==> src/rtl/multicycle_ctrl_if.sv <==
// Control bundle between the multi-cycle MIPS sequencer and its datapath.
// master = controller side, slave = datapath side.
interface multicycle_ctrl_if #(
    parameter int unsigned CNT_W = 32
);
    logic [5:0]       opcode;
    logic             bcond;
    logic             mem_ready;
    logic             pc_write;
    logic             ir_write;
    logic             reg_dst;
    logic             jump;
    logic             branch;
    logic             mem_read;
    logic             mem_write;
    logic             mem_to_reg;
    logic             alu_src;
    logic             reg_write;
    logic             alu_ctl_op;
    logic [2:0]       state;
    logic             halted;
    logic             illegal;
    logic [CNT_W-1:0] retired;

    modport master (
        input  opcode, bcond, mem_ready,
        output pc_write, ir_write, reg_dst, jump, branch, mem_read, mem_write,
               mem_to_reg, alu_src, reg_write, alu_ctl_op, state, halted,
               illegal, retired
    );

    modport slave (
        output opcode, bcond, mem_ready,
        input  pc_write, ir_write, reg_dst, jump, branch, mem_read, mem_write,
               mem_to_reg, alu_src, reg_write, alu_ctl_op, state, halted,
               illegal, retired
    );
endinterface

==> src/rtl/multicycle_ctrl.sv <==
// Multi-cycle MIPS sequencer: steps each instruction through IF/ID/EX/MEM/WB,
// drives datapath enables, counts retired instructions and flags bad opcodes.
module multicycle_ctrl #(
    parameter int unsigned CNT_W = 32
) (
    input  logic              clk,
    input  logic              rst,
    multicycle_ctrl_if.master bus
);
    localparam logic [5:0] OP_R    = 6'b000000;
    localparam logic [5:0] OP_LW   = 6'b100011;
    localparam logic [5:0] OP_SW   = 6'b101011;
    localparam logic [5:0] OP_BEQ  = 6'b000100;
    localparam logic [5:0] OP_J    = 6'b000010;
    localparam logic [5:0] OP_ADDI = 6'b001000;
    localparam logic [5:0] OP_HALT = 6'b111111;

    typedef enum logic [2:0] {
        S_IF   = 3'd0,
        S_ID   = 3'd1,
        S_EX   = 3'd2,
        S_MEM  = 3'd3,
        S_WB   = 3'd4,
        S_HALT = 3'd5
    } state_e;

    typedef struct packed {
        logic pc_write;
        logic ir_write;
        logic reg_dst;
        logic jump;
        logic branch;
        logic mem_read;
        logic mem_write;
        logic mem_to_reg;
        logic alu_src;
        logic reg_write;
        logic alu_ctl_op;
        logic halted;
        logic illegal;
    } ctl_t;

    state_e           state_q, state_d;
    logic [CNT_W-1:0] retired_q;
    logic             retire;
    ctl_t             ctl, ctl_g;

    always_comb begin
        state_d = state_q;
        retire  = 1'b0;
        ctl     = '0;
        case (state_q)
            S_IF: begin
                ctl.ir_write = 1'b1;
                state_d      = S_ID;
            end
            S_ID: begin
                case (bus.opcode)
                    OP_J: begin
                        ctl.jump     = 1'b1;
                        ctl.pc_write = 1'b1;
                        retire       = 1'b1;
                        state_d      = S_IF;
                    end
                    OP_HALT: state_d = S_HALT;
                    OP_R, OP_LW, OP_SW, OP_BEQ, OP_ADDI: state_d = S_EX;
                    default: begin
                        ctl.pc_write = 1'b1;
                        ctl.illegal  = 1'b1;
                        state_d      = S_IF;
                    end
                endcase
            end
            S_EX: begin
                case (bus.opcode)
                    OP_R: begin
                        ctl.alu_ctl_op = 1'b1;
                        state_d        = S_WB;
                    end
                    OP_LW, OP_SW: begin
                        ctl.alu_src = 1'b1;
                        state_d     = S_MEM;
                    end
                    OP_ADDI: begin
                        ctl.alu_src = 1'b1;
                        state_d     = S_WB;
                    end
                    OP_BEQ: begin
                        ctl.branch   = 1'b1;
                        ctl.pc_write = 1'b1;
                        retire       = 1'b1;
                        state_d      = S_IF;
                    end
                    default: state_d = S_IF;
                endcase
            end
            S_MEM: begin
                // Strobes are held every wait cycle; only completion advances.
                case (bus.opcode)
                    OP_LW: begin
                        ctl.alu_src  = 1'b1;
                        ctl.mem_read = 1'b1;
                        if (bus.mem_ready) state_d = S_WB;
                    end
                    OP_SW: begin
                        ctl.alu_src   = 1'b1;
                        ctl.mem_write = 1'b1;
                        if (bus.mem_ready) begin
                            ctl.pc_write = 1'b1;
                            retire       = 1'b1;
                            state_d      = S_IF;
                        end
                    end
                    default: state_d = S_IF;
                endcase
            end
            S_WB: begin
                state_d = S_IF;
                case (bus.opcode)
                    OP_R: begin
                        ctl.reg_dst    = 1'b1;
                        ctl.alu_ctl_op = 1'b1;
                        ctl.reg_write  = 1'b1;
                        ctl.pc_write   = 1'b1;
                        retire         = 1'b1;
                    end
                    OP_ADDI: begin
                        ctl.alu_src   = 1'b1;
                        ctl.reg_write = 1'b1;
                        ctl.pc_write  = 1'b1;
                        retire        = 1'b1;
                    end
                    OP_LW: begin
                        ctl.mem_to_reg = 1'b1;
                        ctl.reg_write  = 1'b1;
                        ctl.pc_write   = 1'b1;
                        retire         = 1'b1;
                    end
                    default: ;
                endcase
            end
            S_HALT: ctl.halted = 1'b1;
            default: state_d = S_IF;
        endcase
    end

    always_ff @(posedge clk) begin
        if (rst) begin
            state_q   <= S_IF;
            retired_q <= '0;
        end else begin
            state_q <= state_d;
            if (retire) retired_q <= retired_q + CNT_W'(1);
        end
    end

    // Reset forces every output low for the reset cycle, whatever the old state.
    assign ctl_g          = rst ? '0 : ctl;
    assign bus.pc_write   = ctl_g.pc_write;
    assign bus.ir_write   = ctl_g.ir_write;
    assign bus.reg_dst    = ctl_g.reg_dst;
    assign bus.jump       = ctl_g.jump;
    assign bus.branch     = ctl_g.branch;
    assign bus.mem_read   = ctl_g.mem_read;
    assign bus.mem_write  = ctl_g.mem_write;
    assign bus.mem_to_reg = ctl_g.mem_to_reg;
    assign bus.alu_src    = ctl_g.alu_src;
    assign bus.reg_write  = ctl_g.reg_write;
    assign bus.alu_ctl_op = ctl_g.alu_ctl_op;
    assign bus.halted     = ctl_g.halted;
    assign bus.illegal    = ctl_g.illegal;
    assign bus.state      = rst ? 3'd0 : state_q;
    assign bus.retired    = rst ? '0 : retired_q;
endmodule

==> src/flat_wrapper.sv <==
// flat-port wrapper written by rule: the top's interface ports become plain ports
module multicycle_ctrl_flat 
#(
    parameter int unsigned CNT_W = 32
)
  (clk, rst, bus_opcode, bus_bcond, bus_mem_ready, bus_pc_write, bus_ir_write, bus_reg_dst, bus_jump, bus_branch, bus_mem_read, bus_mem_write, bus_mem_to_reg, bus_alu_src, bus_reg_write, bus_alu_ctl_op, bus_state, bus_halted, bus_illegal, bus_retired);
  multicycle_ctrl_if #(.CNT_W(CNT_W)) bus_i ();
  input  logic clk;
  input  logic rst;
  input wire logic [$bits(bus_i.opcode)-1:0] bus_opcode;
  input wire logic [$bits(bus_i.bcond)-1:0] bus_bcond;
  input wire logic [$bits(bus_i.mem_ready)-1:0] bus_mem_ready;
  output wire logic [$bits(bus_i.pc_write)-1:0] bus_pc_write;
  output wire logic [$bits(bus_i.ir_write)-1:0] bus_ir_write;
  output wire logic [$bits(bus_i.reg_dst)-1:0] bus_reg_dst;
  output wire logic [$bits(bus_i.jump)-1:0] bus_jump;
  output wire logic [$bits(bus_i.branch)-1:0] bus_branch;
  output wire logic [$bits(bus_i.mem_read)-1:0] bus_mem_read;
  output wire logic [$bits(bus_i.mem_write)-1:0] bus_mem_write;
  output wire logic [$bits(bus_i.mem_to_reg)-1:0] bus_mem_to_reg;
  output wire logic [$bits(bus_i.alu_src)-1:0] bus_alu_src;
  output wire logic [$bits(bus_i.reg_write)-1:0] bus_reg_write;
  output wire logic [$bits(bus_i.alu_ctl_op)-1:0] bus_alu_ctl_op;
  output wire logic [$bits(bus_i.state)-1:0] bus_state;
  output wire logic [$bits(bus_i.halted)-1:0] bus_halted;
  output wire logic [$bits(bus_i.illegal)-1:0] bus_illegal;
  output wire logic [$bits(bus_i.retired)-1:0] bus_retired;
  assign bus_i.opcode = bus_opcode;
  assign bus_i.bcond = bus_bcond;
  assign bus_i.mem_ready = bus_mem_ready;
  assign bus_pc_write = bus_i.pc_write;
  assign bus_ir_write = bus_i.ir_write;
  assign bus_reg_dst = bus_i.reg_dst;
  assign bus_jump = bus_i.jump;
  assign bus_branch = bus_i.branch;
  assign bus_mem_read = bus_i.mem_read;
  assign bus_mem_write = bus_i.mem_write;
  assign bus_mem_to_reg = bus_i.mem_to_reg;
  assign bus_alu_src = bus_i.alu_src;
  assign bus_reg_write = bus_i.reg_write;
  assign bus_alu_ctl_op = bus_i.alu_ctl_op;
  assign bus_state = bus_i.state;
  assign bus_halted = bus_i.halted;
  assign bus_illegal = bus_i.illegal;
  assign bus_retired = bus_i.retired;
  multicycle_ctrl #(.CNT_W(CNT_W)) u_core (.clk(clk), .rst(rst), .bus(bus_i));
endmodule
==> config.mk <==
export PLATFORM = sky130hd
export DESIGN_NAME = multicycle_ctrl_flat
export DESIGN_NICKNAME = d
export VERILOG_FILES = /design/src/rtl/multicycle_ctrl_if.sv /design/src/rtl/multicycle_ctrl.sv /design/src/flat_wrapper.sv
export SDC_FILE = /design/constraint.sdc
export NUM_CORES = 1
export LEC_CHECK = 0
export CORE_ASPECT_RATIO = 0.9
export CORE_MARGIN = 2
export CORE_UTILIZATION = 25
export DETAILED_ROUTE_END_ITERATION = 8
export PLACE_DENSITY_LB_ADDON = 0.3
export SLEW_MARGIN = 10
export SYNTH_ARGS = -nofsm -noshare
export SYNTH_HDL_FRONTEND = slang
export SYNTH_SLANG_ARGS = --single-unit
==> constraint.sdc <==
create_clock -name clk -period 4.5 [get_ports clk]
set_clock_uncertainty 0.1 [all_clocks]
set_input_delay 0.675 -clock clk [delete_from_list [all_inputs] [get_ports clk]]
set_output_delay 0.675 -clock clk [all_outputs]
set_load 0.005 [all_outputs]
==> results.md, run 1 <==
- Int Power: 0.450 mW
- # IOs: 58
- Req. time, crit path: 3.72 ns
- Crit Path Category: input port to primary output
- Crit end category: primary output
- 1st-pass router iterations: 4
- H-tree lvl count: 2
- Logic pwr share: 8.0%
- Final hold vios: 0
- Buffers added on ports: 56
- Commonest non-fill, non-tap cell in the layout: clkdlybuf4s50_1
- Yosys cell types: 47
- Top cell type's share of synthesized area: 30.2%
- Area delta synth->final: 30.3%
- Ys flop type: dfxtp_1
- Clock Sinks: 35
- Max cap viols: 0
- Final setup viols: 0
- FP Rows: 33
- Sw Pwr: 0.144 mW
- Worst vdd ir: 95.9 uV
- Power Density: 196 nW/um^2
- Crit path from: bus_opcode[1]
- Layout cell share with drive strength beyond 1: 13.0%
- Flop pwr share: 52.9%
- Final Net Count: 349
- RR Startpoint: u_core.state_q[2]$_SDFFE_PP0P_
- RSZ-0062 raised after global routing: no
- Detailed Route WL: 5940 um
- Num CTS Buffers: 5
- Setup crit start kind: input port
- Die Ht: 95.4 um
- Mapped Cells: 293
- Slew Limit Fails: 0
- Initial antenna violation count: 0
- Root Driver: clkbuf_8
- HP Class: flip-flop to flip-flop
- Clk slew on worst S/H paths: 0.07 ns
- Syn_area_per_cell: 7.92 sq um
- Synthesized Nets: 304
- Synth Cell Area: 2320 sq um
- CTS tree: done
- Largest net degree at the start of global routing: 53
- Critical path arrival: 3.19 ns
- Die Area: 10,100 sq um
- Finished Layout Cells: 460
- Slew headroom: 61.6%
- Via Count: 2,256
- Initial DRC Count: 154
- Pwr Total: 0.593 mW
- Vias in the first global route: 2,051
- R2R setup slack: 1.77 ns
- Global route overflow: 0
- Area contributors post-synth: dfxtp_1, mux2_2, nor2b_1
- First-pass GRT wire length: 9960 um
- Antenna Diode Count: 0
- Largest area contributor in the netlist: dfxtp_1
- FMAX: 253 MHz
- Vias per cell: 4.90
- Sequential-to-total area share from yosys stat: 30.2%
- Max clock buf depth: 2
- Clk_lat worst skew: 0.29 ns
- Slew @ Worst Pin: 0.575 ns
- Min cycle time layout: 3.96 ns
- Async SR Flop Fraction: 0%
- P_leak: 1.10 nW
- Crit path capture: bus_pc_write
- RD Place Congestion: 0.851
- Synth Register Bits: 35
- Number of enable flip-flop cells after synthesis: 0
- Sw Ratio: 24.2%
- Clock share of power: 39.1%
- Cell Count Post-Placement: 453
- R2r endpoint: u_core.retired_q[21]$_SDFFE_PP0P_
- Starting Density: 25.5%
- Die Width: 106 um
- Final worst-path cycle share: 88.0%
- Setup TNS: 0 ns
- Placeable Area: 9080 sq um
- Most frequent cells in the layout: clkdlybuf4s50_1, nor2_1, dfxtp_1
- WL per Instance: 12.9 um
- GRT Total Usage: 12.2%
- Setup bufs post-CTS: 0
- Post-cts hold buffer count: 0
- Routed Antenna Nets: 0
- Detailed-route DRC error count: 0
- Worst reg-to-reg path cell count: 5
- Status: finished clean
- Yosys warns: 0
- Maximum fanout along the worst path: 8
- Detailed placer's ending HPWL: 4290 um
- Post_cts resized: 0
## through the flow
step                setup slack [ns]  utilization, %  hold WS, ns  instance area [sq um]
floorplan                       1.72               -        0.394                   2320
global placement               0.543            32.3        0.421                   2940
detailed placement             0.532            32.3        0.432                   2940
CTS                            0.524            33.3        0.456                   3020
global route                   0.465            33.3        0.468                   3020
finish                         0.540            33.3        0.451                   3020
## power groups by stage
stage | Sequential (mW) | Combinational, mW | Clock, mW
6_report | 0.314 | 0.0476 | 0.232
2_1_floorplan | 0.319 | 0.0325 | 0
5_1_grt | 0.314 | 0.0534 | 0.254
3_5_place_dp | 0.321 | 0.0474 | 0
3_3_place_gp | 0.321 | 0.0472 | 0
4_1_cts | 0.314 | 0.0477 | 0.242
## metal layers
metal / GRT usage (%) / vias to the layer above / share of wire [%]
met5: 0 / - / 0
met4: 4.06 / 0 / 0.86
met3: 2.80 / 4 / 6.3
met2: 19.0 / 49 / 44
met1: 16.6 / 1051 / 48
li1: - / 1152 / -
## flip-flops by register name, summed over array words and instances (netlist names)
name	cells
u_core.state_q	3
u_core.retired_q	32
## cell type report
type                    count  area [sq um]
fillers                   976          6060
multi-input cells         236          1500
flip-flops and latches     35           701
repair buffers             58           571
well taps                 122           153
clock buffers               6          82.6
inverters                   2          7.51
clock inverters             1          5.00
## cell usage after synthesis (2+ instances only)
cell       n
nand4_1   21
nor3b_1    2
nand2_1   12
and3_1    12
nor3_1     7
xnor2_1    2
or3_1      4
and3_2     2
nor2b_1   33
nand3_1   20
nor4_1     9
buf_6      2
a221oi_1   2
mux2_2    29
buf_1      3
clkbuf_1  12
o21ai_0    2
dfxtp_1   35
a21oi_1    2
inv_1      2
nor2_1    48
and4_1     5
and2_0     2
nand2b_1   2
## logic make-up (layout without fill, tap and decap cells)
kind of cell	Yosys count	in the layout	synth area share, %
AO/OA/AOI/OAI	14	14	4.32
XOR/XNOR	2	2	0.755
adder cells (fa/ha/maj)	1	1	0.539
buffers and inverters	22	67	4.96
flip-flops	35	35	30.2
multiplexers	31	31	15.0
AND/OR/NAND/NOR	188	188	44.2
## worst max-delay path: stages
cell and delay [ns]:
clkdlybuf4s50_1 0.52, or3_1 0.43, a2111o_1 0.44, and3_2 0.22, a221oi_1 0.33, clkdlybuf4s50_1 0.56
## how the worst min path moves through the flow
stage	cells after the start	endpoint	slack, ns	startpoint
floorplan	2	u_core.retired_q[1]$_SDFFE_PP0P_	0.39	u_core.retired_q[1]$_SDFFE_PP0P_
global placement	2	u_core.retired_q[21]$_SDFFE_PP0P_	0.42	u_core.retired_q[21]$_SDFFE_PP0P_
detailed placement	2	u_core.retired_q[21]$_SDFFE_PP0P_	0.43	u_core.retired_q[21]$_SDFFE_PP0P_
CTS	2	u_core.retired_q[1]$_SDFFE_PP0P_	0.46	u_core.retired_q[1]$_SDFFE_PP0P_
global route	2	u_core.retired_q[1]$_SDFFE_PP0P_	0.47	u_core.retired_q[1]$_SDFFE_PP0P_
finish	2	u_core.retired_q[1]$_SDFFE_PP0P_	0.45	u_core.retired_q[1]$_SDFFE_PP0P_
Note: power is estimated with default switching activity, not from simulation.
==> run 2: changes to the inputs <==
- CELL_PAD_IN_SITES_DETAIL_PLACEMENT: unset -> 1
- CELL_PAD_IN_SITES_GLOBAL_PLACEMENT: unset -> 2
==> run 2 against run 1 <==
First-iteration DRC count is 66% lower. Largest power group unchanged. Die area unchanged. Wire length increased by 12%. Fmax fell by 0.56%. Clock power barely moved. Critical endpoint unchanged. Critical path depth unchanged. Worst hold slack improved by 0.0060 ns. Via count is 1.3% higher. Total power up 0.65%.
==> results.md, run 2 (synthesis results as in run 1) <==
- Post-Route Utilization: 33.4% (was 33.3%)
- Req. time, crit path: 3.72 ns (about the same)
- Detailed placer's ending HPWL: 4820 um (was 4290 um)
- Post_cts resized: 0 (unchanged)
- Crit path from: bus_opcode[1] (unchanged)
- Reg with most FFs: u_core.retired_q (unchanged)
- Max stage delay on crit path: 0.57 ns (was 0.56 ns)
- FP Rows: 33 (unchanged)
- Setup bufs post-CTS: 0 (unchanged)
- Die Area: 10,100 sq um (unchanged)
- Worst vdd ir: 100 uV (was 95.9 uV)
- Slew Limit Fails: 0 (unchanged)
- Slew headroom: 60.0% (was 61.6%)
- RD Place Congestion: 0.811 (was 0.851)
- RSZ-0062 raised after global routing: no (unchanged)
- P_leak: 1.11 nW (was 1.10 nW)
- Vias in the first global route: 2,142 (was 2,051)
- Largest regs: u_core.retired_q (32), u_core.state_q (3) (unchanged)
- Status: finished clean (unchanged)
- Slew @ Worst Pin: 0.600 ns (was 0.575 ns)
- # IOs: 58 (unchanged)
- Setup crit start kind: input port (unchanged)
- HP Class: flip-flop to flip-flop (unchanged)
- Crit path max-delay family: buffers and inverters (unchanged)
- First-pass GRT wire length: 10,800 um (was 9960 um)
- Worst Path Buf+Inv: 2 (unchanged)
- Largest register FFs: 32 (unchanged)
- Clk slew on worst S/H paths: 0.07 ns (about the same)
- Hold path start: u_core.retired_q[31]$_SDFFE_PP0P_ (was u_core.retired_q[1]$_SDFFE_PP0P_)
- Global route overflow: 0 (unchanged)
- Detailed-route DRC error count: 0 (unchanged)
- Final setup viols: 0 (unchanged)
- WL per Instance: 14.4 um (was 12.9 um)
- H-tree lvl count: 2 (unchanged)
- Max clock buf depth: 2 (unchanged)
- Root Driver: clkbuf_8 (unchanged)
- Final worst-path cycle share: 88.5% (was 88.0%)
- Min cycle time layout: 3.98 ns (was 3.96 ns)
- Buffers added on ports: 56 (unchanged)
- Vias per cell: 4.96 (was 4.90)
- GRT Total Usage: 13.2% (was 12.2%)
- CP most frequent cell: clkdlybuf4s50_1 (unchanged)
- Starting Density: 25.5% (unchanged)
- 1st-pass router iterations: 4 (unchanged)
- Clk_lat worst skew: 0.29 ns (about the same)
- Final Net Count: 350 (was 349)
- Crit Path Category: input port to primary output (unchanged)
- Initial antenna violation count: 0 (unchanged)
- Layout cell share with drive strength beyond 1: 13.3% (was 13.0%)
- CTS tree: done (unchanged)
- Crit end category: primary output (unchanged)
- Slowest-stage cell, CP: clkdlybuf4s50_1 (unchanged)
- Die Width: 106 um (unchanged)
- Via Count: 2,286 (was 2,256)
- Die Ht: 95.4 um (unchanged)
- Maximum fanout along the worst path: 8 (unchanged)
- FMAX: 251 MHz (was 253 MHz)
- Detailed Route WL: 6640 um (was 5940 um)
- Commonest non-fill, non-tap cell in the layout: clkdlybuf4s50_1 (unchanged)
- Power Density: 197 nW/um^2 (was 196 nW/um^2)
- Placeable Area: 9080 sq um (unchanged)
- Final hold vios: 0 (unchanged)
- Most frequent cells in the layout: clkdlybuf4s50_1, nor2_1, dfxtp_1 (unchanged)
- Critical path arrival: 3.21 ns (was 3.19 ns)
- Post-cts hold buffer count: 0 (unchanged)
- Max cap viols: 0 (unchanged)
- Num CTS Buffers: 5 (unchanged)
- Area delta synth->final: 30.6% (was 30.3%)
- Setup TNS: 0 ns (unchanged)
- Antenna Diode Count: 0 (unchanged)
- Initial DRC Count: 53 (was 154)
- RR Startpoint: u_core.state_q[2]$_SDFFE_PP0P_ (unchanged)
- Largest net degree at the start of global routing: 61 (was 53)
- Clock Sinks: 35 (unchanged)
- CP Cell Sequence: clkdlybuf4s50_1 > or3_1 > a2111o_1 > and3_2 > a221oi_1 > clkdlybuf4s50_1 (unchanged)
- Routed Antenna Nets: 0 (unchanged)
==> run 2: cell count changes in the layout (fill, tap and decap cells not counted), sizes merged <==
cell	change
buf	+1
==> run 2: per-stage QoR <==
step	power (mW)	worst slack (ns)	instances	hold WS [ns]	area, sq um
floorplan	0.351	1.72	293	0.394	2320
global placement	0.370	0.521	454	0.421	2940
detailed placement	0.370	0.520	454	0.454	2940
CTS	0.612	0.503	461	0.471	3030
global route	0.628	0.427	461	0.497	3030
finish	0.597	0.517	461	0.457	3030
==> run 2: final timing paths <==
| kind | endpoint | slack [ns] | cells past startpoint |
|---|---|---|---|
| max | bus_pc_write | 0.52 | 6 |
| min | u_core.retired_q[31]$_SDFFE_PP0P_ | 0.46 | 2 |
| max reg2reg | u_core.retired_q[21]$_SDFFE_PP0P_ | 1.74 | 5 |
| min reg2reg | u_core.retired_q[31]$_SDFFE_PP0P_ | 0.46 | 2 |
==> run 2: worst reg2reg max path: stages (launching register included) <==
cell,delay [ns]
dfxtp_1,0.65
or3b_1,0.46
a2111o_1,0.33
and4_1,0.23
or4_1,0.54
mux2_1,0.33
==> run 2: power by group <==
part | switching [mW] | internal (mW)
clock network | 0.114 | 0.120
logic | 0.0300 | 0.0193
registers | 0.00346 | 0.310
==> run 2: metal layers <==
| metal | track usage [%] | part of all wire (%) |
|---|---|---|
| met1 | 18.8 | 51 |
| met2 | 20.8 | 44 |
| met3 | 2.80 | 3.5 |
| met4 | 2.63 | 0.83 |
| met5 | 0 | 0 |
==> run 2: area by class of cell <==
class	count	area, sq um
fill	1116	6050
multi-input combinational	236	1500
sequential	35	701
timing repair buffer	59	578
tap	122	153
clock buffer	6	82.6
inverter	2	7.51
clock inverter	1	5.00
==> run 3: changes to the inputs <==
- CTS_BUF_LIST: unset -> sky130_fd_sc_hd__clkbuf_8 sky130_fd_sc_hd__clkbuf_16
==> results of run 3 <==
No change in the layout: final DEF, timing and power equal those of run 2.
